**config.mk**
```make
export PLATFORM = sky130hd
export DESIGN_NAME = stoch_mean_mc_flat
export DESIGN_NICKNAME = d
export VERILOG_FILES = /design/src/rtl/stoch_mean_mc_if.sv /design/src/rtl/stoch_mean_mc.sv /design/src/flat_wrapper.sv
export SDC_FILE = /design/constraint.sdc
export NUM_CORES = 1
export LEC_CHECK = 0
export CORE_ASPECT_RATIO = 0.5
export CORE_MARGIN = 1
export CORE_UTILIZATION = 54
export DETAILED_ROUTE_END_ITERATION = 8
export HOLD_SLACK_MARGIN = 0.05
export PLACE_DENSITY = 0.78
export SYNTH_ARGS = -nofsm -noshare
export SYNTH_HDL_FRONTEND = slang
export SYNTH_SLANG_ARGS = --single-unit
```
**constraint.sdc**
```tcl
create_clock -name CLK -period 3.1 [get_ports CLK]
set_input_delay 0.31 -clock CLK [delete_from_list [all_inputs] [get_ports CLK]]
set_output_delay 0.31 -clock CLK [all_outputs]
set_load 0.03 [all_outputs]
```
**src/rtl/stoch_mean_mc_if.sv**
```systemverilog
// Bus bundle for stoch_mean_mc: window control, stochastic inputs, and latched counts.
// master = stimulus side (drives control/in), slave = estimator (drives out/out_valid/busy).
interface stoch_mean_mc_if #(
    parameter int N_CH    = 4,
    parameter int N_COUNT = 8
);
    logic                    ENABLE;
    logic                    START_WIN;
    logic [N_COUNT-1:0]      WIN_LEN;
    logic                    MODE;
    logic [N_CH-1:0]         in;
    logic [N_CH*N_COUNT-1:0] out;
    logic                    out_valid;
    logic                    busy;

    modport master (
        output ENABLE, START_WIN, WIN_LEN, MODE, in,
        input  out, out_valid, busy
    );

    modport slave (
        input  ENABLE, START_WIN, WIN_LEN, MODE, in,
        output out, out_valid, busy
    );
endinterface

```
**src/rtl/stoch_mean_mc.sv**
```systemverilog
// Multi-channel windowed 1s counter for stochastic bitstreams (single-shot or continuous).
// Ports: CLK, RESET (async high); bus.slave carries ENABLE/START_WIN/WIN_LEN/MODE/in -> out/out_valid/busy.
module stoch_mean_mc #(
    parameter int               N_CH     = 4,
    parameter int               N_COUNT  = 8,
    parameter logic [N_COUNT-1:0] INIT_OUT = '0
) (
    input  logic           CLK,
    input  logic           RESET,
    stoch_mean_mc_if.slave bus
);
    typedef enum logic {IDLE, ACCUM} state_t;

    state_t                          state_q, state_d;
    logic [N_COUNT-1:0]              cnt_q, cnt_d;
    logic [N_COUNT-1:0]              w_lat_q, w_lat_d;
    logic [N_CH-1:0][N_COUNT-1:0]    sum_q, sum_d;
    logic [N_CH-1:0][N_COUNT-1:0]    out_q, out_d;
    logic                            valid_q, valid_d;

    always_ff @(posedge CLK or posedge RESET) begin
        if (RESET) begin
            state_q <= IDLE;
            cnt_q   <= '0;
            w_lat_q <= '0;
            sum_q   <= '0;
            out_q   <= {N_CH{INIT_OUT}};
            valid_q <= 1'b0;
        end else begin
            state_q <= state_d;
            cnt_q   <= cnt_d;
            w_lat_q <= w_lat_d;
            sum_q   <= sum_d;
            out_q   <= out_d;
            valid_q <= valid_d;
        end
    end

    always_comb begin
        state_d = state_q;
        cnt_d   = cnt_q;
        w_lat_d = w_lat_q;
        sum_d   = sum_q;
        out_d   = out_q;
        valid_d = 1'b0;
        unique case (state_q)
            IDLE: begin
                if (bus.START_WIN && bus.WIN_LEN != '0) begin
                    w_lat_d = bus.WIN_LEN;
                    cnt_d   = bus.WIN_LEN;
                    sum_d   = '0;
                    state_d = ACCUM;
                end
            end
            ACCUM: begin
                // A start request overrides any sample, including a last one.
                if (bus.START_WIN) begin
                    sum_d   = '0;
                    cnt_d   = bus.WIN_LEN;
                    w_lat_d = bus.WIN_LEN;
                    if (bus.WIN_LEN == '0) begin
                        state_d = IDLE;
                    end
                end else if (bus.ENABLE) begin
                    for (int i = 0; i < N_CH; i++) begin
                        sum_d[i] = sum_q[i] + N_COUNT'(bus.in[i]);
                    end
                    if (cnt_q == N_COUNT'(1)) begin
                        // Final sample is folded into the published count.
                        out_d   = sum_d;
                        sum_d   = '0;
                        valid_d = 1'b1;
                        if (bus.MODE) begin
                            cnt_d = w_lat_q;
                        end else begin
                            cnt_d   = '0;
                            state_d = IDLE;
                        end
                    end else begin
                        cnt_d = cnt_q - N_COUNT'(1);
                    end
                end
            end
            default: state_d = IDLE;
        endcase
    end

    assign bus.out       = out_q;
    assign bus.out_valid = valid_q;
    assign bus.busy      = (state_q == ACCUM);
endmodule

```
**src/flat_wrapper.sv**
```systemverilog
// flat-port wrapper written by rule: the top's interface ports become plain ports
module stoch_mean_mc_flat 
#(
    parameter int               N_CH     = 4,
    parameter int               N_COUNT  = 8,
    parameter logic [N_COUNT-1:0] INIT_OUT = '0
)
  (CLK, RESET, bus_ENABLE, bus_START_WIN, bus_WIN_LEN, bus_MODE, bus_in, bus_out, bus_out_valid, bus_busy);
  stoch_mean_mc_if #(.N_CH(N_CH), .N_COUNT(N_COUNT)) bus_i ();
  input  logic CLK;
  input  logic RESET;
  input wire logic [$bits(bus_i.ENABLE)-1:0] bus_ENABLE;
  input wire logic [$bits(bus_i.START_WIN)-1:0] bus_START_WIN;
  input wire logic [$bits(bus_i.WIN_LEN)-1:0] bus_WIN_LEN;
  input wire logic [$bits(bus_i.MODE)-1:0] bus_MODE;
  input wire logic [$bits(bus_i.in)-1:0] bus_in;
  output wire logic [$bits(bus_i.out)-1:0] bus_out;
  output wire logic [$bits(bus_i.out_valid)-1:0] bus_out_valid;
  output wire logic [$bits(bus_i.busy)-1:0] bus_busy;
  assign bus_i.ENABLE = bus_ENABLE;
  assign bus_i.START_WIN = bus_START_WIN;
  assign bus_i.WIN_LEN = bus_WIN_LEN;
  assign bus_i.MODE = bus_MODE;
  assign bus_i.in = bus_in;
  assign bus_out = bus_i.out;
  assign bus_out_valid = bus_i.out_valid;
  assign bus_busy = bus_i.busy;
  stoch_mean_mc #(.N_CH(N_CH), .N_COUNT(N_COUNT), .INIT_OUT(INIT_OUT)) u_core (.CLK(CLK), .RESET(RESET), .bus(bus_i));
endmodule
```
### Yosys cells after proc, flatten, opt, wreduce, memory -nomap -nowiden

Cells that the tools add are included.

| word-level totals | value |
|---|---|
| flip-flop bits (word level) | 82 |
| input port bits | 17 |
| output and inout port bits | 34 |
| logic and storage cells | 53 |

| cells by class | value |
|---|---|
| add/subtract/negate cells | 5 |
| eq/ne operators | 4 |
| mux-type cells | 24 |
| bitwise gates (word level) | 2 |
| reduce and logical (&&, ||, !) cells | 6 |

Operator list:

| kind | count |
|---|---|
| two-way mux 32 bit | 4 |
| one-hot mux 32 bit (2 select lines) | 1 |
| two-way mux 8 bit | 6 |
| adder 8 x 1 -> 8 bit | 4 |
| one-hot mux 8 bit (2 select lines) | 2 |
| two-way mux 1 bit | 10 |
| equality test 8 x 1 -> 1 bit (second input constant) | 1 |
| logical NOT 8 bit | 1 |
| nonzero test 8 bit | 1 |
| subtractor 8 x 1 -> 8 bit (second input constant) | 1 |
| AND reduction 2 bit | 2 |
| AND reduction 4 bit | 1 |
| inequality test 3 bit (second input constant) | 1 |
| inequality test 2 x 1 -> 1 bit (second input constant) | 1 |
| inequality test 2 bit (second input constant) | 1 |
| NOT 1 bit | 2 |
| one-hot mux 1 bit (2 select lines) | 1 |
| logical AND 1 bit | 1 |

### Longest topological paths before layout

Gate-level depths: netlist (run 1).

| logic depth | value |
|---|---|
| word-level depth | 5 |
| depth in mapped cells | 8 |
| mapped depth without buffers | 7 |

### Worst setup path after synthesis (run 1)

No wires, ideal clock.

| timing path | value |
|---|---|
| kind | reg-to-reg |
| start | reg u_core.cnt_q[2] |
| end | reg u_core.out_q (netlist bit u_core.bus.out[0]) |
| setup time | 0.128 ns |
| data arrival time | 1.954 ns |
| data required time | 2.972 ns |
| slack | 1.018 ns |
| stages on the path, launching flop included | 6 |
| buffers on the path | 1 |
| clock period less this slack | 2.082 ns |
| path through | dfrtp_1 > or4_4 > nor4_4 > nand3_4 > buf_2 > mux2_1 |

| between the ends | value |
|---|---|
| word-level cells in the longest chain between the ends | 2 |

RTL lines:

| what | line | RTL |
|---|---|---|
| start, declared | stoch_mean_mc.sv:15 | `logic [N_COUNT-1:0] cnt_q, cnt_d;` |
| start signal, assigned | stoch_mean_mc.sv:31 | `cnt_q <= cnt_d;` |
| equality test 8 x 1 -> 1 bit | stoch_mean_mc.sv:68 | `if (cnt_q == N_COUNT'(1)) begin` |
| AND reduction 4 bit (no line) | -- |  |
| end signal, assigned | stoch_mean_mc.sv:27 | `out_q <= {N_CH{INIT_OUT}};` |
| end signal, assigned | stoch_mean_mc.sv:34 | `out_q <= out_d;` |
| end, declared | stoch_mean_mc.sv:18 | `logic [N_CH-1:0][N_COUNT-1:0] out_q, out_d;` |

No other way between the ends.
A chain may end at the register's enable or synchronous reset.

### Final worst setup path (run 1)

| timing path | value |
|---|---|
| start | reg u_core.cnt_q[2] |
| end | reg u_core.sum_q[28] in the netlist's numbering |

| between the ends | value |
|---|---|
| word-level cells in the longest chain between the ends | 5 |

RTL lines:

| what | line | RTL |
|---|---|---|
| equality test 8 x 1 -> 1 bit | stoch_mean_mc.sv:68 |  |
| two-way mux 32 bit | stoch_mean_mc.sv:68 |  |
| two-way mux 32 bit | stoch_mean_mc.sv:64 | `end else if (bus.ENABLE) begin` |
| two-way mux 32 bit | stoch_mean_mc.sv:57 | `if (bus.START_WIN) begin` |
| one-hot mux 32 bit (2 select lines) | stoch_mean_mc.sv:46 | `unique case (state_q)` |
| end signal, assigned | stoch_mean_mc.sv:33 | `sum_q <= sum_d;` |
| end, declared | stoch_mean_mc.sv:17 | `logic [N_CH-1:0][N_COUNT-1:0] sum_q, sum_d;` |

No other way between the ends. The select of a mux whose other input is x is not followed.

==> results of run 1 <==
[logic make-up (layout without fill, tap and decap cells)]
logic type	Yosys count	after routing	synth area share (%)
AOI/OAI and AO/OA	115	115	18.4
and+or+nand+nor	140	140	17.6
DFF	82	82	50.9
xor gates and xnor gates	24	24	5.21
buffers and inverters	25	81	2.51
adders and majority gates	10	10	3.10
muxes	8	8	2.23
[cell type report]
type / instances / share of cell area, %
inverters: 6 / 0.482
multi-input cells: 297 / 38.4
repair buffers: 61 / 11.8
clock buffers: 11 / 4.93
flip-flops and latches: 82 / 41.6
clock inverters: 3 / 0.355
well taps: 92 / 2.34
[synth_stat cells (2+ instances only)]
cell type,count,share of area (%)
mux2_1,3,0.84
a31oi_1,2,0.31
o41ai_1,2,0.43
o31ai_1,10,1.9
and4_1,2,0.43
o21ai_0,59,7.3
nand2_1,58,5.4
a21oi_1,9,1.1
or4_1,4,0.74
o2bb2ai_1,2,0.43
and3_1,13,2.0
ha_1,10,3.1
a22oi_1,3,0.56
xnor2_1,18,3.9
a22o_1,19,4.1
inv_1,6,0.56
nor2_1,17,1.6
nand3b_1,2,0.37
mux2_2,5,1.4
xor2_1,6,1.3
nand2b_1,2,0.31
clkbuf_1,13,1.2
dfrtp_1,82,51
nor3_1,4,0.50
a311oi_1,3,0.65
buf_2,5,0.62
nand3_1,17,2.1
nor2b_1,15,2.3
[routing by layer]
metal	vias up	part of all wire (%)	routed length, um
li1	1556	-	-
met1	1569	45	4020
met2	111	49	4340
met3	15	5.1	457
met4	0	1.4	127
met5	-	0	0
[how the worst min path moves through the flow]
stage | startpoint | endpoint | slack [ns] | cells after the start
after detailed placement | u_core.bus.out[3] | u_core.bus.out[3] | 0.47 | 2
final | RESET | u_core.w_lat_q[5] | 0.31 | 2
after CTS | RESET | u_core.bus.out[17] | 0.33 | 2
after global placement | u_core.sum_q[0] | u_core.sum_q[0] | 0.45 | 2
after global routing | RESET | u_core.w_lat_q[4] | 0.38 | 2
after floorplan | u_core.sum_q[0] | u_core.sum_q[0] | 0.44 | 2
[metrics by stage]
step / std cells / hold slack [ns] / setup WS (ns)
2_1_floorplan: 404 / 0.443 / 0.682
3_3_place_gp: 538 / 0.455 / 0.583
3_5_place_dp: 538 / 0.471 / 0.504
4_1_cts: 552 / 0.326 / 0.680
5_1_grt: 552 / 0.380 / 0.553
6_report: 552 / 0.312 / 0.671
[critical path: cells and delay by family, from the launching register on]
family | cells | cell delay (ns)
AO/OA/AOI/OAI | 3 | 0.90
AND/OR/NAND/NOR | 1 | 0.62
flip-flops | 1 | 0.44
buffers and inverters | 1 | 0.34
[sequential cells by signal, summed over array words and instances, names as in the netlist]
signal                cells
u_core.bus.busy           1
u_core.cnt_q              8
u_core.bus.out           32
u_core.sum_q             32
u_core.bus.out_valid      1
u_core.w_lat_q            8
[power by group]
part | leakage [uW] | switching [uW] | internal [uW]
Clock | 0.000127 | 401 | 552
Sequential | 0.00111 | 44.8 | 1110
Combinational | 0.000959 | 156 | 106
Total | 0.00219 | 601 | 1770
==> out/qor.yml, run 1 <==
clock_tree:
  clk_latency_ns: 0.33
  cts-resized-gates: 0
  root_buffer: "clkbuf_16"
  cts_tree: "yes"
  cts_buffers: 9
  h-tree-depth: 3
  clock_tree.buffer_depth: 2
  cts_setup_buffers: 0
  clk_pin_slew_ns: 0.06
  clock_sinks: 82
  hold_buffers: 0
routing:
  routedWlPerCell_um: 16.2
  drtPass1Iterations: 4
  vias: 3251
  drc: 0
  ant_nets: 0
  first_iter_violations: 243
  viasPerCell: 5.89
  wirelength_um: 8950
synthesis:
  async_flop_share_pct: 100
  syn_area_mm2: 0.00403
  synthFlopType: "dfrtp_1"
  syn_avg_cell_area_um2: 9.98
  netlist_instances: 404
  synth_seq_cells: 82
  synth-edff-count: 0
  syn_nets: 431
  yosysWarnings: 0
  synth_seq_area_share_pct: 50.9
  synth_cell_types: 41
timing:
  slew-limit-headroom_pct: 58.4
  setup_tns_ns: 0
  final-setup-viol-count: 0
  fin_crit_sh_pct: 78.4
  rsz0062_at_grt: "false"
  worstMarginPinSlew_ns: 0.622
  fmax_mhz: 412
  finalMaxSlewViolations: 0
  finalHoldViolations: 0
  skew_ns: 0.00657
  period_needed_ns: 2.43
hold_path:
  hold_class: "input port to asynchronous set/reset pin"
global_route:
  grt_max_degree: 56
  grt_pass1_vias: 3191
  grt_use_met2_pct: 42.3
  gr-usage-met3_pct: 6.03
  antenna_found_initial: 0
  grt_use_total_pct: 24.9
  gr-total-overflow: 0
  grt_first_pass_wirelength_um: 15400
  grt-busiest-layer: "met2"
  use_met1_pct: 31.9
worst_setup_path:
  rrSetupSlack_ns: 0.67
  crit_start: "u_core.cnt_q[2]"
  rr_worst_depth: 5
  max_stage_delay_ns: 0.62
  path_class: "register to register"
  endpoint: "u_core.sum_q[28]"
  worstPathCellList: "or4_4 -> o41ai_4 -> buf_4 -> o21ai_0 -> a22o_1"
  end_kind: "register"
  cp_slowest_cell: "or4_4"
  required_ns: 3.32
  arrival_ns: 2.65
  cp-start-kind: "register"
  r2r_end: "u_core.sum_q[28]"
  r2r_start: "u_core.cnt_q[2]"
  path_max_fanout: 19
final_layout:
  area_growth_pct: 22.2
  final_cell_mix: "dfrtp_1 (82), o21ai_0 (59), nand2_1 (58), clkdlybuf4s50_1 (50), a22o_1 (19)"
  final_common_cell: "dfrtp_1"
  antennaDiodeCount: 0
  fin_nets: 484
  multi_input_area_mm2: 0.00189
  seqCellArea_mm2: 0.00205
  drive_gt1_share_pct: 7.61
  final_cell_area_mm2: 0.00493
  fin_util_pct: 71.0
  fillers: 517
pwr:
  p_leak_uw: 0.00219
  vdd_drop_max_mv: 0.277
  fin_total_pwr_uw: 2370
  power_density_mw_per_mm2: 481
die:
  rows: 21
  core_mm2: 0.00694
  start_util_pct: 58.2
  die_area_mm2: 0.00784
  die_h_um: 63.1
  die_w_um: 124
  ios: 51
placement:
  place_area_mm2: 0.00467
  hpwl_um: 6160
  port_buffers: 50
  gp_congestion: 0.877
outcome:
  status: "completed"
run:
  maxCapViolCount: 0
No activity file was read; power rests on OpenSTA's default activity.
==> inputs of run 2 (changes only) <==
- CORE_UTILIZATION: 54 -> 50
- PLACE_DENSITY: 0.78 -> 0.76
- clock period: 3.1 -> 2.1 ns (I/O delays scaled with it)
==> out/qor.yml, run 2 (synthesized netlist as in run 1, its figures left out) <==
outcome:
  status: "completed"
die:
  die_area_mm2: 0.00845  # +7.8%
  core_mm2: 0.00757  # +9.1%
  ios: 51  # unchanged
  rows: 22  # +4.8%
  die_h_um: 65.5  # +3.8%
  start_util_pct: 53.3  # -4.9 points
  die_w_um: 129  # +3.9%
global_route:
  grt_use_total_pct: 23.4  # -1.5 points
  antenna_found_initial: 0  # unchanged
  gr-total-overflow: 0  # unchanged
  grt_first_pass_wirelength_um: 15000  # -2.8%
  grt_pass1_vias: 3230  # +1.2%
  grt_max_degree: 39  # -30%
placement:
  place_inst: 583  # +8.4%
  port_buffers: 50  # unchanged
  gp_congestion: 0.892  # +1.7%
  hpwl_um: 6230  # +1.2%
worst_setup_path:
  end_kind: "register"
  worstPathCellList: "or4_4 -> nor4_4 -> buf_6 -> nand3_4 -> buf_12 -> mux2_4"
  cp-start-kind: "register"
  arrival_ns: 2.29  # -0.36 ns
  path_max_fanout: 14  # -5
  cp_slowest_cell: "or4_4"
  path_class: "register to register"
  required_ns: 2.32  # -1.00 ns
  max_stage_delay_ns: 0.57  # -0.05 ns
timing:
  final-setup-viol-count: 0  # unchanged
  slew-limit-headroom_pct: 67.4  # +9.0 points
  rsz0062_at_grt: "true"
  skew_ns: 0.00840  # +0.00182 ns
  finalHoldViolations: 0  # unchanged
  fin_crit_sh_pct: 98.7  # +20 points
  worstMarginPinSlew_ns: 0.488  # -0.134 ns
  period_needed_ns: 2.07  # -0.356 ns
  setup_tns_ns: 0  # unchanged
  fmax_mhz: 482  # +17%
  finalMaxSlewViolations: 0  # unchanged
routing:
  vias: 3360  # +3.4%
  wirelength_um: 9130  # +2.1%
  drtPass1Iterations: 4  # unchanged
  first_iter_violations: 154  # -37%
  viasPerCell: 5.54  # -6.0%
  drc: 0  # unchanged
  ant_nets: 0  # unchanged
  routedWlPerCell_um: 15.0  # -7.2%
pwr:
  p_switching_uw: 959  # +59%
  p_leak_uw: 0.00244  # +11%
  sw_frac_of_total_pct: 26.1  # +0.70 points
  seqPwrFrac_pct: 46.1  # -2.6 points
  p_int_uw: 2720  # +54%
  power_density_mw_per_mm2: 679  # +41%
  pwr-share-clk_pct: 40.2  # about the same
  comb_power_share_pct: 13.7  # +2.7 points
  fin_total_pwr_uw: 3680  # +55%
  vdd_drop_max_mv: 0.431  # +56%
clock_tree:
  clock_tree.buffer_depth: 2  # unchanged
  clk_pin_slew_ns: 0.06  # about the same
  cts_buffers: 9  # unchanged
  hold_buffers: 0  # unchanged
  h-tree-depth: 3  # unchanged
  cts_tree: "yes"
  clk_latency_ns: 0.34  # about the same
  root_buffer: "clkbuf_16"
  clock_sinks: 82  # unchanged
final_layout:
  antennaDiodeCount: 0  # unchanged
  stdcell_count: 607  # +10%
  drive_gt1_share_pct: 15.8  # +8.2 points
  final_common_cell: "dfrtp_1"
  area_growth_pct: 34.4
  fin_nets: 521  # +7.6%
  final_cell_mix: "dfrtp_1 (82), nand2_1 (58), clkdlybuf4s50_1 (50), o21ai_0 (44), buf_4 (34)"
hold_path:
  hold_class: "input port to asynchronous set/reset pin"
run:
  maxCapViolCount: 0  # unchanged
==> run 2: changes by cell type in the layout (fill, tap and decap cells not counted), moves of 3 or more <==
cell / delta
o21ai_0: -15
buf_4: +23
mux2_1: -3
mux2_4: +3
buf_6: +4
o21ai_1: +15
buf_12: +8
==> run 2: power groups by stage <==
stage               sequential, uW  combinational (uW)  clock, uW
finish                        1700                 503       1480
global route                  1700                 550       1580
CTS                           1690                 471       1510
detailed placement            1720                 463          0
global placement              1720                 456          0
floorplan                     1730                 227          0
==> run 2: layout make-up <==
cell class / instances / area [um2]
Fill cell: 579 / 2150
Inverter: 6 / 26.3
Sequential cell: 82 / 2050
Timing Repair Buffer: 98 / 1010
Clock buffer: 11 / 243
Tap cell: 108 / 135
Clock inverter: 5 / 37.5
Multi-Input combinational cell: 297 / 1920
==> run 2: critical path: cells and delay by family, from the launching register on <==
kind | cells | cell delay, ns
AND/OR/NAND/NOR | 3 | 0.95
flip-flops | 1 | 0.37
buffers and inverters | 2 | 0.33
multiplexers | 1 | 0.29
==> run 2: stage by stage <==
stage | hold WS, ns | utilization (%) | area [um2] | worst slack, ns
floorplan | 0.356 | - | 4040 | 0.0179
global placement | 0.452 | 66.2 | 5010 | -0.130
detailed placement | 0.464 | 66.2 | 5010 | -0.177
CTS | 0.260 | 70.1 | 5300 | 0.00182
global route | 0.294 | 71.6 | 5420 | -0.0447
finish | 0.249 | 71.6 | 5420 | 0.0270
==> run 2: routing by layer <==
metal	vias to the layer above	track usage (%)	part of all wire, %
met5	-	0	0
met4	0	7.79	1.1
met3	12	5.78	3.9
met2	60	38.8	48
met1	1667	30.5	47
li1	1621	-	-
==> run 2: timing repair <==
action | in CTS | in global routing
endpoints found under the setup margin | 1 | 29
pin swaps | 2 | 6
cloned | 0 | 2
setup buffers | 2 | 4
gates resized for setup | 0 | 25
==> run 2: path summary, 6_finish.rpt <==
kind                            slack (ns)                from  cells after the start                  to
max in group asynchronous             1.33               RESET                      3  u_core.bus.out[16]
worst min-delay path                  0.25               RESET                      2  u_core.bus.out[14]
worst min register to register        0.47  u_core.bus.out[15]                      2  u_core.bus.out[15]
min in group CLK                      0.47  u_core.bus.out[15]                      2  u_core.bus.out[15]
worst max-delay path                  0.03     u_core.cnt_q[3]                      6   u_core.bus.out[1]
worst max register to register        0.03     u_core.cnt_q[3]                      6   u_core.bus.out[1]
==> inputs of run 3 (changes only) <==
- GPL_TIMING_DRIVEN: not set -> 0
==> out/qor.yml, run 3 (synthesized netlist as in run 1, its figures left out) <==
worst_setup_path:
  path_max_fanout: 6  # -8
  cp-start-kind: "register"
  r2r_end: "u_core.bus.out[0]"
  required_ns: 2.33  # about the same
  path_class: "register to register"
  rr_worst_depth: 6  # unchanged
  rrSetupSlack_ns: -0.05  # -0.08 ns
  r2r_start: "u_core.cnt_q[5]"
  end_kind: "register"
  arrival_ns: 2.38  # +0.09 ns
timing:
  fmax_mhz: 465  # -3.6%
  slew-limit-headroom_pct: 64.8  # -2.6 points
  rsz0062_at_grt: "true"
  worstMarginPinSlew_ns: 0.528  # +0.0396 ns
  finalHoldViolations: 0  # unchanged
  skew_ns: 0.00665  # -0.00174 ns
  setup_tns_ns: -0.155  # -0.155 ns
  period_needed_ns: 2.15  # +0.0779 ns
  timing.final.ws_setup_ns: -0.0509  # -0.0779 ns
  fin_crit_sh_pct: 102  # +3.7 points
  final-setup-viol-count: 4  # +4
  finalMaxSlewViolations: 0  # unchanged
die:
  die_area_mm2: 0.00845  # unchanged
  rows: 22  # unchanged
  core_mm2: 0.00757  # unchanged
  die_w_um: 129  # unchanged
  die_h_um: 65.5  # unchanged
  ios: 51  # unchanged
  start_util_pct: 53.3  # unchanged
final_layout:
  area_growth_pct: 35.8
  stdcell_count: 608  # +0.16%
  fin_nets: 522  # +0.19%
  final_cell_mix: "dfrtp_1 (80), nand2_1 (56), clkdlybuf4s50_1 (50), o21ai_0 (35), buf_4 (23)"
  drive_gt1_share_pct: 20.4  # +4.6 points
  fillers: 524  # -9.5%
  final_common_cell: "dfrtp_1"
  antennaDiodeCount: 0  # unchanged
clock_tree:
  clock_tree.buffer_depth: 2  # unchanged
  h-tree-depth: 3  # unchanged
  clk_pin_slew_ns: 0.06  # about the same
  hold_buffers: 0  # unchanged
  clock_sinks: 82  # unchanged
  root_buffer: "clkbuf_16"
  cts_tree: "yes"
  clk_latency_ns: 0.35  # about the same
  cts_buffers: 9  # unchanged
routing:
  first_iter_violations: 318  # +110%
  drc: 0  # unchanged
  vias: 3504  # +4.3%
  ant_nets: 0  # unchanged
  wirelength_um: 10700  # +17%
  routedWlPerCell_um: 17.5  # +17%
  drtPass1Iterations: 5  # +1
  viasPerCell: 5.76  # +4.1%
global_route:
  gr-total-overflow: 0  # unchanged
  grt_pass1_vias: 3257  # +0.84%
  grt_first_pass_wirelength_um: 16800  # +12%
  grt_use_total_pct: 27.0  # +3.6 points
  grt_max_degree: 39  # unchanged
  antenna_found_initial: 0  # unchanged
outcome:
  violations: "setup timing"
  status: "finished with violations"
placement:
  port_buffers: 50  # unchanged
  place_inst: 564  # -3.3%
  hpwl_um: 6460  # +3.8%
  gp_congestion: 0.867  # -2.8%
pwr:
  power_density_mw_per_mm2: 715  # +5.4%
  p_leak_uw: 0.00244  # about the same
  vdd_drop_max_mv: 0.594  # +38%
hold_path:
  hold_class: "input port to asynchronous set/reset pin"
run:
  maxCapViolCount: 0  # unchanged
run 3: cell count changes in the layout (fill, tap and decap cells not counted), sizes merged:
cell | before | now
clkinv | 1 | 2
buf | 46 | 34
clkinvlp | 3 | 2
clkbuf | 13 | 25
bufinv | 0 | 2
nand3 | 18 | 19
inv | 7 | 5
run 3: how the worst max path moves through the flow:
stage	startpoint	end	slack, ns	depth (start not counted)
6_report	u_core.cnt_q[5]	u_core.bus.out[0]	-0.05	6
5_1_grt	u_core.cnt_q[5]	u_core.bus.out[0]	-0.11	6
4_1_cts	u_core.cnt_q[5]	u_core.bus.out[0]	-0.11	6
3_5_place_dp	bus_WIN_LEN[2]	u_core.sum_q[23]	-0.60	7
3_3_place_gp	bus_WIN_LEN[2]	u_core.sum_q[10]	-0.61	6
2_1_floorplan	u_core.cnt_q[2]	u_core.bus.out[0]	0.02	5
run 3: cell type report:
cell class	instances	area [um2]	share of cell area (%)
plain buffers	19	145	2.65
clock buffers	11	243	4.43
clock inverters	5	77.6	1.42
inverters	6	26.3	0.480
multi-input cells	298	2030	37.0
flip-flops and latches	82	2050	37.5
well taps	108	135	2.47
repair buffers	79	768	14.0
run 3: report_power, final:
part / internal, uW / switching (uW) / total, uW
logic: 229 / 286 / 515
clock network: 1070 / 630 / 1700
registers: 1640 / 65.0 / 1710
run 3: repair_timing:
item / CTS / global route
buffers inserted: 19 / 7
gates resized for setup: 75 / 20
hold endpoints to repair: 0 / 0
setup endpoints to repair: 74 / 72
pin swaps: 26 / 11
gates cloned: 2 / 0
run 3: critical path: stages, from the launching register on:
cell     delay, ns
dfrtp_1       0.40
or4_4         0.58
nor4_4        0.24
buf_4         0.19
nand3_4       0.13
buf_8         0.20
mux2_4        0.29
run 3: through the flow:
step | total power [uW] | cell area, um2 | util, % | hold slack, ns | setup WS (ns)
global placement | 2100 | 4670 | 61.7 | 0.454 | -0.608
detailed placement | 2120 | 4710 | 62.3 | 0.463 | -0.604
CTS | 3870 | 5370 | 70.9 | 0.215 | -0.108
global route | 4060 | 5480 | 72.4 | 0.258 | -0.107
floorplan | 1960 | 4040 | - | 0.356 | 0.0179
finish | 3920 | 5480 | 72.4 | 0.207 | -0.0509
run 3: per-layer routing:
layer	wire length [um]	up-vias	part of all wire, %	GRT usage (%)
met5	0	-	0	0
met4	231	0	2.2	8.97
met3	773	26	7.3	8.39
met2	4860	141	46	41.8
met1	4790	1703	45	36.2
li1	-	1634	-	-
